$ cat config.mk
export PLATFORM = sky130hd
export DESIGN_NAME = grpci2_master_arb_flat
export DESIGN_NICKNAME = d
export VERILOG_FILES = /design/src/rtl/grpci2_master_arb_if.sv /design/src/rtl/grpci2_master_arb.sv /design/src/flat_wrapper.sv
export SDC_FILE = /design/constraint.sdc
export NUM_CORES = 1
export LEC_CHECK = 0
export BUFFER_PORTS_ARGS = -buffer_cell sky130_fd_sc_hd__buf_2
export CAP_MARGIN = 20
export CELL_PAD_IN_SITES_DETAIL_PLACEMENT = 1
export CELL_PAD_IN_SITES_GLOBAL_PLACEMENT = 2
export CORE_AREA = 2 2 188 190
export CTS_CLUSTER_DIAMETER = 40
export DETAILED_ROUTE_END_ITERATION = 8
export DIE_AREA = 0 0 190 192
export GPL_ROUTABILITY_DRIVEN = 0
export PLACE_DENSITY = 0.74
export SYNTH_ARGS = -nofsm -noshare
export SYNTH_HDL_FRONTEND = slang
export SYNTH_SLANG_ARGS = --single-unit
$ cat constraint.sdc
create_clock -name clk -period 2.9 [get_ports clk]
set_clock_uncertainty 0.05 [all_clocks]
set_input_delay 0.145 -clock clk [delete_from_list [all_inputs] [get_ports clk]]
set_output_delay 0.145 -clock clk [all_outputs]
set_load 0.005 [all_outputs]
$ cat src/rtl/grpci2_master_arb_if.sv
// Bundle of client command/response/read-data channels, controller command/response
// channels and grant outputs for grpci2_master_arb. slave = arbiter side, master = environment.
interface grpci2_master_arb_if;
  logic [3:0]  c0_id,        c1_id;
  logic [7:0]  c0_len,       c1_len;
  logic [63:0] c0_addr,      c1_addr;
  logic        c0_write,     c1_write;
  logic        c0_valid,     c1_valid;
  logic        c0_ready,     c1_ready;
  logic [3:0]  c0_resp_id,   c1_resp_id;
  logic [7:0]  c0_resp_len,  c1_resp_len;
  logic [1:0]  c0_resp_err,  c1_resp_err;
  logic        c0_resp_valid, c1_resp_valid;
  logic        c0_resp_ready, c1_resp_ready;
  logic [31:0] c0_rdata,     c1_rdata;
  logic        c0_rdata_valid, c1_rdata_valid;
  logic        c0_rdata_ready, c1_rdata_ready;

  logic [3:0]  m_wcmd_id,    m_rcmd_id;
  logic [7:0]  m_wcmd_len,   m_rcmd_len;
  logic [63:0] m_wcmd_addr,  m_rcmd_addr;
  logic        m_wcmd_valid, m_rcmd_valid;
  logic        m_wcmd_ready, m_rcmd_ready;
  logic [3:0]  m_wresp_id,   m_rresp_id;
  logic [7:0]  m_wresp_len,  m_rresp_len;
  logic [1:0]  m_wresp_err,  m_rresp_err;
  logic        m_wresp_valid, m_rresp_valid;
  logic        m_wresp_ready, m_rresp_ready;
  logic [31:0] m_rdata;
  logic        m_rdata_valid;
  logic        m_rdata_ready;

  logic        grant_active;
  logic        grant_sel;

  modport slave (
    input  c0_id, c0_len, c0_addr, c0_write, c0_valid, c0_resp_ready, c0_rdata_ready,
    input  c1_id, c1_len, c1_addr, c1_write, c1_valid, c1_resp_ready, c1_rdata_ready,
    output c0_ready, c0_resp_id, c0_resp_len, c0_resp_err, c0_resp_valid, c0_rdata, c0_rdata_valid,
    output c1_ready, c1_resp_id, c1_resp_len, c1_resp_err, c1_resp_valid, c1_rdata, c1_rdata_valid,
    output m_wcmd_id, m_wcmd_len, m_wcmd_addr, m_wcmd_valid,
    output m_rcmd_id, m_rcmd_len, m_rcmd_addr, m_rcmd_valid,
    input  m_wcmd_ready, m_rcmd_ready,
    input  m_wresp_id, m_wresp_len, m_wresp_err, m_wresp_valid,
    input  m_rresp_id, m_rresp_len, m_rresp_err, m_rresp_valid,
    output m_wresp_ready, m_rresp_ready,
    input  m_rdata, m_rdata_valid,
    output m_rdata_ready,
    output grant_active, grant_sel
  );

  modport master (
    output c0_id, c0_len, c0_addr, c0_write, c0_valid, c0_resp_ready, c0_rdata_ready,
    output c1_id, c1_len, c1_addr, c1_write, c1_valid, c1_resp_ready, c1_rdata_ready,
    input  c0_ready, c0_resp_id, c0_resp_len, c0_resp_err, c0_resp_valid, c0_rdata, c0_rdata_valid,
    input  c1_ready, c1_resp_id, c1_resp_len, c1_resp_err, c1_resp_valid, c1_rdata, c1_rdata_valid,
    input  m_wcmd_id, m_wcmd_len, m_wcmd_addr, m_wcmd_valid,
    input  m_rcmd_id, m_rcmd_len, m_rcmd_addr, m_rcmd_valid,
    output m_wcmd_ready, m_rcmd_ready,
    output m_wresp_id, m_wresp_len, m_wresp_err, m_wresp_valid,
    output m_rresp_id, m_rresp_len, m_rresp_err, m_rresp_valid,
    input  m_wresp_ready, m_rresp_ready,
    output m_rdata, m_rdata_valid,
    input  m_rdata_ready,
    input  grant_active, grant_sel
  );
endinterface

$ cat src/rtl/grpci2_master_arb.sv
// Two-client single-outstanding command arbiter for the GRPCI2 AHB master controller.
// Define GRPCI2_ARB_RR_EN for round-robin; otherwise client 0 has fixed priority.
module grpci2_master_arb (
  input  logic               clk,
  input  logic               rst_n,
  grpci2_master_arb_if.slave bus
);
  localparam logic [1:0] S_IDLE      = 2'd0;
  localparam logic [1:0] S_ISSUE     = 2'd1;
  localparam logic [1:0] S_WAIT_RESP = 2'd2;
  localparam logic [1:0] S_RETURN    = 2'd3;

  logic [1:0]  r_state;
  logic [3:0]  r_id;
  logic [7:0]  r_len;
  logic [63:0] r_addr;
  logic        r_write;
  logic [7:0]  r_rlen;
  logic [1:0]  r_err;
  logic        r_grant_active, r_grant_sel;
  logic        r_wcmd_valid, r_rcmd_valid;
  logic        r_wresp_ready, r_rresp_ready;
  logic        r_c0_resp_valid, r_c1_resp_valid;

  logic        w_prio, w_win, w_grant, w_win_write;
  logic        w_cmd_ready, w_resp_valid, w_resp_ack, w_rd_route;
  logic [3:0]  w_resp_id;
  logic [7:0]  w_resp_len;
  logic [1:0]  w_resp_err;

  // Only a simultaneous request consults the pointer; a lone requester always wins.
  assign w_win       = (bus.c0_valid & bus.c1_valid) ? w_prio : bus.c1_valid;
  assign w_grant     = rst_n & (r_state == S_IDLE) & (bus.c0_valid | bus.c1_valid);
  assign w_win_write = w_win ? bus.c1_write : bus.c0_write;
  assign bus.c0_ready = w_grant & ~w_win;
  assign bus.c1_ready = w_grant &  w_win;

  assign w_cmd_ready  = r_write ? bus.m_wcmd_ready  : bus.m_rcmd_ready;
  assign w_resp_valid = r_write ? bus.m_wresp_valid : bus.m_rresp_valid;
  assign w_resp_id    = r_write ? bus.m_wresp_id    : bus.m_rresp_id;
  assign w_resp_len   = r_write ? bus.m_wresp_len   : bus.m_rresp_len;
  assign w_resp_err   = r_write ? bus.m_wresp_err   : bus.m_rresp_err;
  assign w_resp_ack   = r_grant_sel ? bus.c1_resp_ready : bus.c0_resp_ready;

`ifdef GRPCI2_ARB_RR_EN
  logic r_prio;
  always_ff @(posedge clk or negedge rst_n) begin
    if (!rst_n)
      r_prio <= 1'b0;
    else if (r_state == S_RETURN && w_resp_ack)
      r_prio <= ~r_grant_sel;
  end
  assign w_prio = r_prio;
`else
  assign w_prio = 1'b0;
`endif

  always_ff @(posedge clk or negedge rst_n) begin
    if (!rst_n) begin
      r_state         <= S_IDLE;
      r_id            <= '0;
      r_len           <= '0;
      r_addr          <= '0;
      r_write         <= 1'b0;
      r_rlen          <= '0;
      r_err           <= '0;
      r_grant_active  <= 1'b0;
      r_grant_sel     <= 1'b0;
      r_wcmd_valid    <= 1'b0;
      r_rcmd_valid    <= 1'b0;
      r_wresp_ready   <= 1'b0;
      r_rresp_ready   <= 1'b0;
      r_c0_resp_valid <= 1'b0;
      r_c1_resp_valid <= 1'b0;
    end else begin
      r_wresp_ready <= 1'b0;
      r_rresp_ready <= 1'b0;
      case (r_state)
        S_IDLE: if (w_grant) begin
          r_id           <= w_win ? bus.c1_id   : bus.c0_id;
          r_len          <= w_win ? bus.c1_len  : bus.c0_len;
          r_addr         <= w_win ? bus.c1_addr : bus.c0_addr;
          r_write        <= w_win_write;
          r_grant_sel    <= w_win;
          r_grant_active <= 1'b1;
          r_wcmd_valid   <= w_win_write;
          r_rcmd_valid   <= ~w_win_write;
          r_state        <= S_ISSUE;
        end
        S_ISSUE: if (w_cmd_ready) begin
          r_wcmd_valid <= 1'b0;
          r_rcmd_valid <= 1'b0;
          r_state      <= S_WAIT_RESP;
        end
        S_WAIT_RESP: if (w_resp_valid) begin
          r_rlen          <= w_resp_len;
          r_err           <= (w_resp_id != r_id) ? 2'd3 : w_resp_err;
          r_wresp_ready   <= r_write;
          r_rresp_ready   <= ~r_write;
          r_c0_resp_valid <= ~r_grant_sel;
          r_c1_resp_valid <= r_grant_sel;
          r_state         <= S_RETURN;
        end
        default: if (w_resp_ack) begin
          r_c0_resp_valid <= 1'b0;
          r_c1_resp_valid <= 1'b0;
          r_grant_active  <= 1'b0;
          r_state         <= S_IDLE;
        end
      endcase
    end
  end

  assign bus.m_wcmd_id     = r_id;
  assign bus.m_wcmd_len    = r_len;
  assign bus.m_wcmd_addr   = r_addr;
  assign bus.m_wcmd_valid  = r_wcmd_valid;
  assign bus.m_rcmd_id     = r_id;
  assign bus.m_rcmd_len    = r_len;
  assign bus.m_rcmd_addr   = r_addr;
  assign bus.m_rcmd_valid  = r_rcmd_valid;
  assign bus.m_wresp_ready = r_wresp_ready;
  assign bus.m_rresp_ready = r_rresp_ready;

  assign bus.c0_resp_id    = r_id;
  assign bus.c0_resp_len   = r_rlen;
  assign bus.c0_resp_err   = r_err;
  assign bus.c0_resp_valid = r_c0_resp_valid;
  assign bus.c1_resp_id    = r_id;
  assign bus.c1_resp_len   = r_rlen;
  assign bus.c1_resp_err   = r_err;
  assign bus.c1_resp_valid = r_c1_resp_valid;

  assign bus.grant_active  = r_grant_active;
  assign bus.grant_sel     = r_grant_sel;

  // Read data passes straight through to the owner of an in-flight read.
  assign w_rd_route = r_grant_active & ~r_write &
                      ((r_state == S_ISSUE) | (r_state == S_WAIT_RESP));
  assign bus.c0_rdata       = bus.m_rdata;
  assign bus.c1_rdata       = bus.m_rdata;
  assign bus.c0_rdata_valid = w_rd_route & ~r_grant_sel & bus.m_rdata_valid;
  assign bus.c1_rdata_valid = w_rd_route &  r_grant_sel & bus.m_rdata_valid;
  assign bus.m_rdata_ready  = w_rd_route &
                              (r_grant_sel ? bus.c1_rdata_ready : bus.c0_rdata_ready);
endmodule

$ cat src/flat_wrapper.sv
// flat-port wrapper written by rule: the top's interface ports become plain ports
module grpci2_master_arb_flat 
  (clk, rst_n, bus_c0_id, bus_c0_len, bus_c0_addr, bus_c0_write, bus_c0_valid, bus_c0_resp_ready, bus_c0_rdata_ready, bus_c1_id, bus_c1_len, bus_c1_addr, bus_c1_write, bus_c1_valid, bus_c1_resp_ready, bus_c1_rdata_ready, bus_c0_ready, bus_c0_resp_id, bus_c0_resp_len, bus_c0_resp_err, bus_c0_resp_valid, bus_c0_rdata, bus_c0_rdata_valid, bus_c1_ready, bus_c1_resp_id, bus_c1_resp_len, bus_c1_resp_err, bus_c1_resp_valid, bus_c1_rdata, bus_c1_rdata_valid, bus_m_wcmd_id, bus_m_wcmd_len, bus_m_wcmd_addr, bus_m_wcmd_valid, bus_m_rcmd_id, bus_m_rcmd_len, bus_m_rcmd_addr, bus_m_rcmd_valid, bus_m_wcmd_ready, bus_m_rcmd_ready, bus_m_wresp_id, bus_m_wresp_len, bus_m_wresp_err, bus_m_wresp_valid, bus_m_rresp_id, bus_m_rresp_len, bus_m_rresp_err, bus_m_rresp_valid, bus_m_wresp_ready, bus_m_rresp_ready, bus_m_rdata, bus_m_rdata_valid, bus_m_rdata_ready, bus_grant_active, bus_grant_sel);
  grpci2_master_arb_if bus_i ();
  input  logic clk;
  input  logic rst_n;
  input wire logic [$bits(bus_i.c0_id)-1:0] bus_c0_id;
  input wire logic [$bits(bus_i.c0_len)-1:0] bus_c0_len;
  input wire logic [$bits(bus_i.c0_addr)-1:0] bus_c0_addr;
  input wire logic [$bits(bus_i.c0_write)-1:0] bus_c0_write;
  input wire logic [$bits(bus_i.c0_valid)-1:0] bus_c0_valid;
  input wire logic [$bits(bus_i.c0_resp_ready)-1:0] bus_c0_resp_ready;
  input wire logic [$bits(bus_i.c0_rdata_ready)-1:0] bus_c0_rdata_ready;
  input wire logic [$bits(bus_i.c1_id)-1:0] bus_c1_id;
  input wire logic [$bits(bus_i.c1_len)-1:0] bus_c1_len;
  input wire logic [$bits(bus_i.c1_addr)-1:0] bus_c1_addr;
  input wire logic [$bits(bus_i.c1_write)-1:0] bus_c1_write;
  input wire logic [$bits(bus_i.c1_valid)-1:0] bus_c1_valid;
  input wire logic [$bits(bus_i.c1_resp_ready)-1:0] bus_c1_resp_ready;
  input wire logic [$bits(bus_i.c1_rdata_ready)-1:0] bus_c1_rdata_ready;
  output wire logic [$bits(bus_i.c0_ready)-1:0] bus_c0_ready;
  output wire logic [$bits(bus_i.c0_resp_id)-1:0] bus_c0_resp_id;
  output wire logic [$bits(bus_i.c0_resp_len)-1:0] bus_c0_resp_len;
  output wire logic [$bits(bus_i.c0_resp_err)-1:0] bus_c0_resp_err;
  output wire logic [$bits(bus_i.c0_resp_valid)-1:0] bus_c0_resp_valid;
  output wire logic [$bits(bus_i.c0_rdata)-1:0] bus_c0_rdata;
  output wire logic [$bits(bus_i.c0_rdata_valid)-1:0] bus_c0_rdata_valid;
  output wire logic [$bits(bus_i.c1_ready)-1:0] bus_c1_ready;
  output wire logic [$bits(bus_i.c1_resp_id)-1:0] bus_c1_resp_id;
  output wire logic [$bits(bus_i.c1_resp_len)-1:0] bus_c1_resp_len;
  output wire logic [$bits(bus_i.c1_resp_err)-1:0] bus_c1_resp_err;
  output wire logic [$bits(bus_i.c1_resp_valid)-1:0] bus_c1_resp_valid;
  output wire logic [$bits(bus_i.c1_rdata)-1:0] bus_c1_rdata;
  output wire logic [$bits(bus_i.c1_rdata_valid)-1:0] bus_c1_rdata_valid;
  output wire logic [$bits(bus_i.m_wcmd_id)-1:0] bus_m_wcmd_id;
  output wire logic [$bits(bus_i.m_wcmd_len)-1:0] bus_m_wcmd_len;
  output wire logic [$bits(bus_i.m_wcmd_addr)-1:0] bus_m_wcmd_addr;
  output wire logic [$bits(bus_i.m_wcmd_valid)-1:0] bus_m_wcmd_valid;
  output wire logic [$bits(bus_i.m_rcmd_id)-1:0] bus_m_rcmd_id;
  output wire logic [$bits(bus_i.m_rcmd_len)-1:0] bus_m_rcmd_len;
  output wire logic [$bits(bus_i.m_rcmd_addr)-1:0] bus_m_rcmd_addr;
  output wire logic [$bits(bus_i.m_rcmd_valid)-1:0] bus_m_rcmd_valid;
  input wire logic [$bits(bus_i.m_wcmd_ready)-1:0] bus_m_wcmd_ready;
  input wire logic [$bits(bus_i.m_rcmd_ready)-1:0] bus_m_rcmd_ready;
  input wire logic [$bits(bus_i.m_wresp_id)-1:0] bus_m_wresp_id;
  input wire logic [$bits(bus_i.m_wresp_len)-1:0] bus_m_wresp_len;
  input wire logic [$bits(bus_i.m_wresp_err)-1:0] bus_m_wresp_err;
  input wire logic [$bits(bus_i.m_wresp_valid)-1:0] bus_m_wresp_valid;
  input wire logic [$bits(bus_i.m_rresp_id)-1:0] bus_m_rresp_id;
  input wire logic [$bits(bus_i.m_rresp_len)-1:0] bus_m_rresp_len;
  input wire logic [$bits(bus_i.m_rresp_err)-1:0] bus_m_rresp_err;
  input wire logic [$bits(bus_i.m_rresp_valid)-1:0] bus_m_rresp_valid;
  output wire logic [$bits(bus_i.m_wresp_ready)-1:0] bus_m_wresp_ready;
  output wire logic [$bits(bus_i.m_rresp_ready)-1:0] bus_m_rresp_ready;
  input wire logic [$bits(bus_i.m_rdata)-1:0] bus_m_rdata;
  input wire logic [$bits(bus_i.m_rdata_valid)-1:0] bus_m_rdata_valid;
  output wire logic [$bits(bus_i.m_rdata_ready)-1:0] bus_m_rdata_ready;
  output wire logic [$bits(bus_i.grant_active)-1:0] bus_grant_active;
  output wire logic [$bits(bus_i.grant_sel)-1:0] bus_grant_sel;
  assign bus_i.c0_id = bus_c0_id;
  assign bus_i.c0_len = bus_c0_len;
  assign bus_i.c0_addr = bus_c0_addr;
  assign bus_i.c0_write = bus_c0_write;
  assign bus_i.c0_valid = bus_c0_valid;
  assign bus_i.c0_resp_ready = bus_c0_resp_ready;
  assign bus_i.c0_rdata_ready = bus_c0_rdata_ready;
  assign bus_i.c1_id = bus_c1_id;
  assign bus_i.c1_len = bus_c1_len;
  assign bus_i.c1_addr = bus_c1_addr;
  assign bus_i.c1_write = bus_c1_write;
  assign bus_i.c1_valid = bus_c1_valid;
  assign bus_i.c1_resp_ready = bus_c1_resp_ready;
  assign bus_i.c1_rdata_ready = bus_c1_rdata_ready;
  assign bus_c0_ready = bus_i.c0_ready;
  assign bus_c0_resp_id = bus_i.c0_resp_id;
  assign bus_c0_resp_len = bus_i.c0_resp_len;
  assign bus_c0_resp_err = bus_i.c0_resp_err;
  assign bus_c0_resp_valid = bus_i.c0_resp_valid;
  assign bus_c0_rdata = bus_i.c0_rdata;
  assign bus_c0_rdata_valid = bus_i.c0_rdata_valid;
  assign bus_c1_ready = bus_i.c1_ready;
  assign bus_c1_resp_id = bus_i.c1_resp_id;
  assign bus_c1_resp_len = bus_i.c1_resp_len;
  assign bus_c1_resp_err = bus_i.c1_resp_err;
  assign bus_c1_resp_valid = bus_i.c1_resp_valid;
  assign bus_c1_rdata = bus_i.c1_rdata;
  assign bus_c1_rdata_valid = bus_i.c1_rdata_valid;
  assign bus_m_wcmd_id = bus_i.m_wcmd_id;
  assign bus_m_wcmd_len = bus_i.m_wcmd_len;
  assign bus_m_wcmd_addr = bus_i.m_wcmd_addr;
  assign bus_m_wcmd_valid = bus_i.m_wcmd_valid;
  assign bus_m_rcmd_id = bus_i.m_rcmd_id;
  assign bus_m_rcmd_len = bus_i.m_rcmd_len;
  assign bus_m_rcmd_addr = bus_i.m_rcmd_addr;
  assign bus_m_rcmd_valid = bus_i.m_rcmd_valid;
  assign bus_i.m_wcmd_ready = bus_m_wcmd_ready;
  assign bus_i.m_rcmd_ready = bus_m_rcmd_ready;
  assign bus_i.m_wresp_id = bus_m_wresp_id;
  assign bus_i.m_wresp_len = bus_m_wresp_len;
  assign bus_i.m_wresp_err = bus_m_wresp_err;
  assign bus_i.m_wresp_valid = bus_m_wresp_valid;
  assign bus_i.m_rresp_id = bus_m_rresp_id;
  assign bus_i.m_rresp_len = bus_m_rresp_len;
  assign bus_i.m_rresp_err = bus_m_rresp_err;
  assign bus_i.m_rresp_valid = bus_m_rresp_valid;
  assign bus_m_wresp_ready = bus_i.m_wresp_ready;
  assign bus_m_rresp_ready = bus_i.m_rresp_ready;
  assign bus_i.m_rdata = bus_m_rdata;
  assign bus_i.m_rdata_valid = bus_m_rdata_valid;
  assign bus_m_rdata_ready = bus_i.m_rdata_ready;
  assign bus_grant_active = bus_i.grant_active;
  assign bus_grant_sel = bus_i.grant_sel;
  grpci2_master_arb u_core (.clk(clk), .rst_n(rst_n), .bus(bus_i));
endmodule
==> results.cfg, run 1 <==
[outcome]
result_of_the_run = complete, no violations

[floorplanning]
row_count = 68
die-width_um = 190
floorplan_core_area_mm2 = 0.0343
dieHeight_um = 192
boundaryPins = 484
initial_utilization = 0.164
die_footprint_mm2 = 0.0365

[clocking]
clk-insertion-delay-late_ns = 0.35
postCtsSetupRepairBufs = 0
clock_sinks = 97
htreeDepth = 3
cts-root-buf = sky130_fd_sc_hd__clkbuf_16
cts_buffer_depth = 2
cts_resized = 0
ctsHoldBuffers = 154
cts_tree = done
path_clk_slew_ns = 0.07
tritoncts.num_buffers = 9

[yosys]
synth_top_cells_by_area = sky130_fd_sc_hd__dfrtp_1 43%, sky130_fd_sc_hd__buf_4 22%, sky130_fd_sc_hd__nand2_1 11%
synth-seq-area-share = 0.432
postSynthRegisterBits = 97
synth_top_area_share = 0.432
total_of_warnings_raised_by_yosys = 0
library_cell_with_the_largest_summed_area_after_synthesis = sky130_fd_sc_hd__dfrtp_1
synth_cell_types = 34
synth_area_per_cell_um2 = 9.23
count_of_mapped_cells_out_of_synthesis = 609
mappedNetlistNets = 841
mappedNetlistArea_mm2 = 0.00562

[power]
share_clk_of_total_power = 0.180
power_frac_comb = 0.495
power_frac_seq = 0.325
internal-power_mw = 5.02
vdd_ir_drop_max_mv = 0.310
report.power.total_mw = 7.80
power.switching_fraction = 0.356
power.density_cell_area_mw_per_mm2 = 895
leakagePower_nw = 4.73
switchingPower_mw = 2.78

[timing]
timing.final.max_slew_violations = 0
tns_ns = 0
post-route-period-util = 0.854
whs_ns = 0.0201
timing.slew.headroom = 0.504
tightest_slew_ns = 0.745
setup_violating_endpoint_count_in_the_final_report = 0
fmax_mhz = 404
timing.final.crit_period_ns = 2.48
final.setup.worst_slack_ns = 0.423
rsz0062_at_grt = false
finalHoldViolations = 0

[final_layout]
final_design_area_no_fill_mm2 = 0.00871
antennaDiodeCount = 0
end_of_flow_core_utilization = 0.254
finalNetCount = 1211
layout-drive-gt1-share = 0.419
layout.cells.most_common_list = 386 x sky130_fd_sc_hd__buf_2, 165 x sky130_fd_sc_hd__nand2_1, 154 x sky130_fd_sc_hd__dlygate4sd3_1
area_growth_pct = 55.1
layout_commonest_cell = sky130_fd_sc_hd__buf_2
fill_count = 4134
layout.cells.non_filler = 1438

[placement]
dpl.cell_count = 1269
pre_cts_ws_ns = 0.983
hpwlAfterDp_mm = 15.5
io_buf_count = 387
place_area_mm2 = 0.00685

[worst_setup_path]
worstSetupPathType = register to register
worst_path_max_fanout = 78
critPathArrivalTime_ns = 2.71
critical_path.n_buffers_inverters = 3
cp_slowest_stage_delay_ns = 0.57
cp.required_ns = 3.13
critical-path-slowest-cell = sky130_fd_sc_hd__dlygate4sd3_1
worst_reg_to_reg_setup_slack_ns = 0.42
critPathTopFamily = buffers and inverters
ordered_list_of_cells_on_the_worst_path = inv_1 > ha_1 > and3_2 > buf_12 > a22oi_1 > nand2_1 > dlygate4sd3_1
nature_of_the_critical_path_startpoint = register
timing.critical_path.to_type = register

[worst_hold_path]
timing.hold.worst.class = input port to register

[grt]
first_global_vias = 5836
grt_first_pass_wirelength_mm = 32.5
antenna_violations_before_repair = 0
grt_max_degree = 79
grt-ovfl-total = 0
track_usage = 0.115

[flow_run]
count_of_max_cap_constraint_violations = 0

[route]
avgRoutedWirePerCell_um = 15.0
drtAntennaViolNets = 0
vias = 5537
detail_route.vias_per_cell = 3.85
initial_detailed_routing_violation_count = 182
drt-pass1-iter-count = 4
drc_errors = 0
drt-total-wl_mm = 21.6
[cells in the mapped netlist]
| cell | n |
|---|---|
| sky130_fd_sc_hd__nand2_1 | 165 |
| sky130_fd_sc_hd__buf_4 | 162 |
| sky130_fd_sc_hd__dfrtp_1 | 97 |
| sky130_fd_sc_hd__a22oi_1 | 76 |
| sky130_fd_sc_hd__buf_2 | 18 |
| sky130_fd_sc_hd__mux2i_1 | 18 |
| sky130_fd_sc_hd__o21ai_1 | 12 |
| sky130_fd_sc_hd__inv_1 | 8 |
| sky130_fd_sc_hd__clkbuf_1 | 6 |
| sky130_fd_sc_hd__nor2_1 | 6 |
| sky130_fd_sc_hd__ha_1 | 5 |
| sky130_fd_sc_hd__xnor2_1 | 4 |
| sky130_fd_sc_hd__and3_1 | 3 |
| sky130_fd_sc_hd__buf_6 | 3 |
| sky130_fd_sc_hd__nor2b_1 | 3 |
| sky130_fd_sc_hd__a21oi_1 | 2 |
| sky130_fd_sc_hd__a32oi_1 | 2 |
| sky130_fd_sc_hd__nand4_1 | 2 |
| sky130_fd_sc_hd__o21bai_1 | 2 |
| sky130_fd_sc_hd__a211o_1 | 1 |
| sky130_fd_sc_hd__a22o_1 | 1 |
| sky130_fd_sc_hd__a22oi_4 | 1 |
| sky130_fd_sc_hd__a31oi_1 | 1 |
| sky130_fd_sc_hd__a32o_1 | 1 |
| sky130_fd_sc_hd__and3b_1 | 1 |
| sky130_fd_sc_hd__and4bb_1 | 1 |
| sky130_fd_sc_hd__mux2_2 | 1 |
| sky130_fd_sc_hd__mux2i_2 | 1 |
| sky130_fd_sc_hd__nand2b_1 | 1 |
| sky130_fd_sc_hd__nor3_1 | 1 |
| sky130_fd_sc_hd__o211ai_1 | 1 |
| sky130_fd_sc_hd__o211ai_4 | 1 |
| sky130_fd_sc_hd__o22ai_1 | 1 |
| sky130_fd_sc_hd__o311ai_1 | 1 |
[per-layer routing]
layer | GRT usage | vias up | part of all wire | routed length [um]
li1 | - | 2613 | - | -
met1 | 0.130 | 2647 | 0.39 | 8360
met2 | 0.204 | 237 | 0.51 | 11100
met3 | 0.0269 | 40 | 0.067 | 1450
met4 | 0.0564 | 0 | 0.032 | 686
met5 | 0 | - | 0 | 0
[path summary, 6_finish.rpt]
check	start	cells past startpoint	end
max	u_core.r_state[0]$_DFFE_PN0P_	7	u_core.bus.m_rcmd_addr[25]$_DFFE_PN0P_
max reg2reg	u_core.r_state[0]$_DFFE_PN0P_	7	u_core.bus.m_rcmd_addr[25]$_DFFE_PN0P_
min in group asynchronous	rst_n	3	u_core.bus.grant_active$_DFFE_PN0P_
max in group asynchronous	rst_n	3	u_core.bus.m_rcmd_addr[59]$_DFFE_PN0P_
min reg2reg	u_core.bus.c0_resp_len[4]$_DFFE_PN0P_	2	u_core.bus.c0_resp_len[4]$_DFFE_PN0P_
min	bus_m_wresp_len[4]	3	u_core.bus.c0_resp_len[4]$_DFFE_PN0P_
[flip-flops by register name (all words and copies together), names as in the netlist]
signal,flops
u_core.r_state,2
u_core.bus.m_rcmd_len,8
u_core.bus.m_rresp_ready,1
u_core.bus.m_wresp_ready,1
u_core.bus.c0_resp_len,8
u_core.bus.grant_sel,1
u_core.bus.m_wcmd_valid,1
u_core.bus.c0_resp_valid,1
u_core.r_write,1
u_core.bus.m_rcmd_valid,1
u_core.bus.m_rcmd_addr,64
u_core.bus.c0_resp_err,2
u_core.bus.c0_resp_id,4
u_core.bus.grant_active,1
u_core.bus.c1_resp_valid,1
[worst reg2reg max path: cells and delay by family (launching register included)]
family                   cells  cell delay [ns]
buffers and inverters        3             1.05
AO/OA/AOI/OAI                1             0.19
AND/OR/NAND/NOR              2             0.38
adder cells (fa/ha/maj)      1             0.33
flip-flops                   1             0.41
[kinds of logic after synthesis]
group	count (synthesis)	share of synthesized area
compound gates	103	0.137
fa+ha+maj	5	0.0111
xor+xnor	4	0.00623
simple gates	183	0.129
buf+inv	197	0.248
mux	20	0.0365
flops	97	0.432
[power groups by stage]
stage	Combinational, mW	Sequential (mW)	Clock (mW)
4_1_cts	3.88	2.55	1.48
5_1_grt	4.29	2.63	1.53
3_3_place_gp	3.02	2.54	0
3_5_place_dp	3.06	2.55	0
6_report	3.86	2.53	1.40
2_1_floorplan	2.24	2.47	0
[final cells by class]
class / instances / area, um2 / area share
Timing Repair Buffer: 548 / 3560 / 0.408
Sequential cell: 97 / 2430 / 0.279
Multi-Input combinational cell: 315 / 1800 / 0.207
Tap cell: 455 / 569 / 0.0653
Clock buffer: 12 / 236 / 0.0271
Clock inverter: 3 / 90.1 / 0.0103
Inverter: 8 / 30.0 / 0.00345
No activity file was read; power rests on OpenSTA's default activity.
==> run 2, diff against run 1 <==
--- a/config.mk
+++ b/config.mk
@@ -10,6 +10,7 @@
 export CELL_PAD_IN_SITES_DETAIL_PLACEMENT = 1
 export CELL_PAD_IN_SITES_GLOBAL_PLACEMENT = 2
 export CORE_AREA = 2 2 188 190
+export CTS_BUF_LIST = sky130_fd_sc_hd__clkbuf_8
 export CTS_CLUSTER_DIAMETER = 40
 export DETAILED_ROUTE_END_ITERATION = 8
 export DIE_AREA = 0 0 190 192
==> run 2 against run 1 <==
Compared with the run above:
- core utilization grew 0.20 points
- register-to-register slack is essentially flat
- via count grew 1.3%
- critical path depth is the same
- power shrank 2.7%
- worst setup slack gained 0.0024 ns
- sequential power is essentially flat
- combinational power grew 3%
- fmax is essentially flat
- critical path type unchanged
==> results.cfg, run 2 (synthesis gave the netlist of run 1 again) <==
[clocking]
clock_sinks = 97
htreeDepth = 3
clk-insertion-delay-late_ns = 0.38
path_clk_slew_ns = 0.11
cts_resized = 0
cts-root-buf = sky130_fd_sc_hd__clkbuf_8
cts_tree = done
cts_buffer_depth = 2
tritoncts.num_buffers = 9

[grt]
antenna_violations_before_repair = 0
grt_first_pass_wirelength_mm = 32.7
grt_max_degree = 79
first_global_vias = 5989
grt-ovfl-total = 0
track_usage = 0.116

[timing]
timing.final.crit_period_ns = 2.47
final.setup.worst_slack_ns = 0.425
rsz0062_at_grt = false
post-route-period-util = 0.853
whs_ns = 0.0551
timing.slew.headroom = 0.498
setup_violating_endpoint_count_in_the_final_report = 0
fmax_mhz = 404
tightest_slew_ns = 0.752
finalHoldViolations = 0
tns_ns = 0
timing.final.max_slew_violations = 0

[flow_run]
count_of_max_cap_constraint_violations = 0

[power]
vdd_ir_drop_max_mv = 0.308
power.density_cell_area_mw_per_mm2 = 864
leakagePower_nw = 4.77
report.power.total_mw = 7.58

[floorplanning]
die-width_um = 190
row_count = 68
boundaryPins = 484
dieHeight_um = 192
die_footprint_mm2 = 0.0365
initial_utilization = 0.164
floorplan_core_area_mm2 = 0.0343

[placement]
hpwlAfterDp_mm = 15.5
pre_cts_ws_ns = 0.983
dpl.cell_count = 1269
place_area_mm2 = 0.00685
io_buf_count = 387

[final_layout]
final_design_area_no_fill_mm2 = 0.00878
fill_count = 4140
layout_commonest_cell = sky130_fd_sc_hd__buf_2
end_of_flow_core_utilization = 0.256
finalNetCount = 1228
layout.cells.non_filler = 1455
antennaDiodeCount = 0
flip_flop_count_of_the_largest_register_after_layout = 64
layout-drive-gt1-share = 0.412
area_growth_pct = 56.3
layout.cells.most_common_list = 386 x sky130_fd_sc_hd__buf_2, 171 x sky130_fd_sc_hd__dlygate4sd3_1, 165 x sky130_fd_sc_hd__nand2_1

[route]
drt-total-wl_mm = 21.8
initial_detailed_routing_violation_count = 179
route.layer.met1.wl_mm = 8.33
vias = 5610
routed-wl-met3_mm = 1.46
drt-pass1-iter-count = 4
drtAntennaViolNets = 0
detailroute.wirelength.met2_mm = 11.3
detail_route.vias_per_cell = 3.86
top_layer_reached_by_signal_wires = met4
drc_errors = 0
avgRoutedWirePerCell_um = 15.0

[worst_setup_path]
critPathTopFamily = buffers and inverters
timing.critical_path.to_type = register
nature_of_the_critical_path_startpoint = register
worst_r2r_path_depth = 7
cp_slowest_stage_delay_ns = 0.57
worstSetupPathType = register to register
critical-path-slowest-cell = sky130_fd_sc_hd__dlygate4sd3_1
cp.required_ns = 3.18
worst_reg_to_reg_setup_slack_ns = 0.43
worst_r2r_endpoint = u_core.bus.m_rcmd_len[0]$_DFFE_PN0P_
critical_path.n_buffers_inverters = 3
worst_path_max_fanout = 78
timing.rr.start = u_core.r_state[0]$_DFFE_PN0P_
critPathArrivalTime_ns = 2.75
ordered_list_of_cells_on_the_worst_path = inv_1 > ha_1 > and3_2 > buf_12 > a22oi_1 > nand2_1 > dlygate4sd3_1

[worst_hold_path]
timing.hold.worst.class = input port to register
holdPathStages = 3
worst_hold_path.endpoint = u_core.r_write$_DFFE_PN0P_
hold_path.startpoint = bus_c0_write

[outcome]
result_of_the_run = complete, no violations
-- run 2: cell count changes in the layout (fill, tap and decap cells not counted) --
| cell | change |
|---|---|
| sky130_fd_sc_hd__clkbuf_1 | -3 |
| sky130_fd_sc_hd__dlygate4sd3_1 | +17 |
| sky130_fd_sc_hd__clkbuf_16 | -9 |
| sky130_fd_sc_hd__clkbuf_8 | +9 |
| sky130_fd_sc_hd__inv_1 | +3 |
-- run 2: cell type report --
type | instances | area [um2] | area share
multi-input cells | 315 | 1800 | 0.205
repair buffers | 565 | 3730 | 0.425
clock inverters | 6 | 101 | 0.0115
clock buffers | 9 | 124 | 0.0141
flip-flops and latches | 97 | 2430 | 0.276
inverters | 8 | 30.0 | 0.00342
well taps | 455 | 569 | 0.0648
-- run 2: tightest hold or removal path: cells and delay by family --
family	cells	cell delay, ns
buffers and inverters	1	0.08
multiplexers	1	0.10
AO/OA/AOI/OAI	1	0.13
-- run 2: routing by layer --
metal / up-vias / GRT usage
li1: 2642 / -
met1: 2705 / 0.129
met2: 225 / 0.209
met3: 38 / 0.0270
met4: 0 / 0.0555
met5: - / 0
-- run 2: what timing repair did --
| item | 4_1_cts | 5_1_grt |
|---|---|---|
| hold endpoints to repair | 183 | 0 |
| hold buffers | 171 | 0 |
| setup buffers | 0 | 0 |
-- run 2: where the power goes --
part / internal, mW / switching, mW / total (mW) / leakage, nW
Combinational: 2.30 / 1.66 / 3.96 / 3.43
Clock: 0.561 / 0.528 / 1.09 / 0.123
Sequential: 1.96 / 0.579 / 2.53 / 1.21
Total: 4.81 / 2.77 / 7.58 / 4.77
-- run 2: how the worst max path moves through the flow --
stage	startpoint	to	slack (ns)	depth (start not counted)
after floorplan	u_core.r_state[0]$_DFFE_PN0P_	u_core.bus.c0_resp_id[0]$_DFFE_PN0P_	1.21	8
after global placement	u_core.r_state[0]$_DFFE_PN0P_	bus_c0_ready	1.05	5
after detailed placement	u_core.r_state[0]$_DFFE_PN0P_	u_core.bus.c0_resp_err[1]$_DFFE_PN0P_	0.98	5
after CTS	u_core.r_state[0]$_DFFE_PN0P_	u_core.bus.m_rcmd_addr[1]$_DFFE_PN0P_	0.44	7
after global routing	u_core.r_state[0]$_DFFE_PN0P_	u_core.bus.m_rcmd_len[0]$_DFFE_PN0P_	0.26	7
final	u_core.r_state[0]$_DFFE_PN0P_	u_core.bus.m_rcmd_len[0]$_DFFE_PN0P_	0.43	7
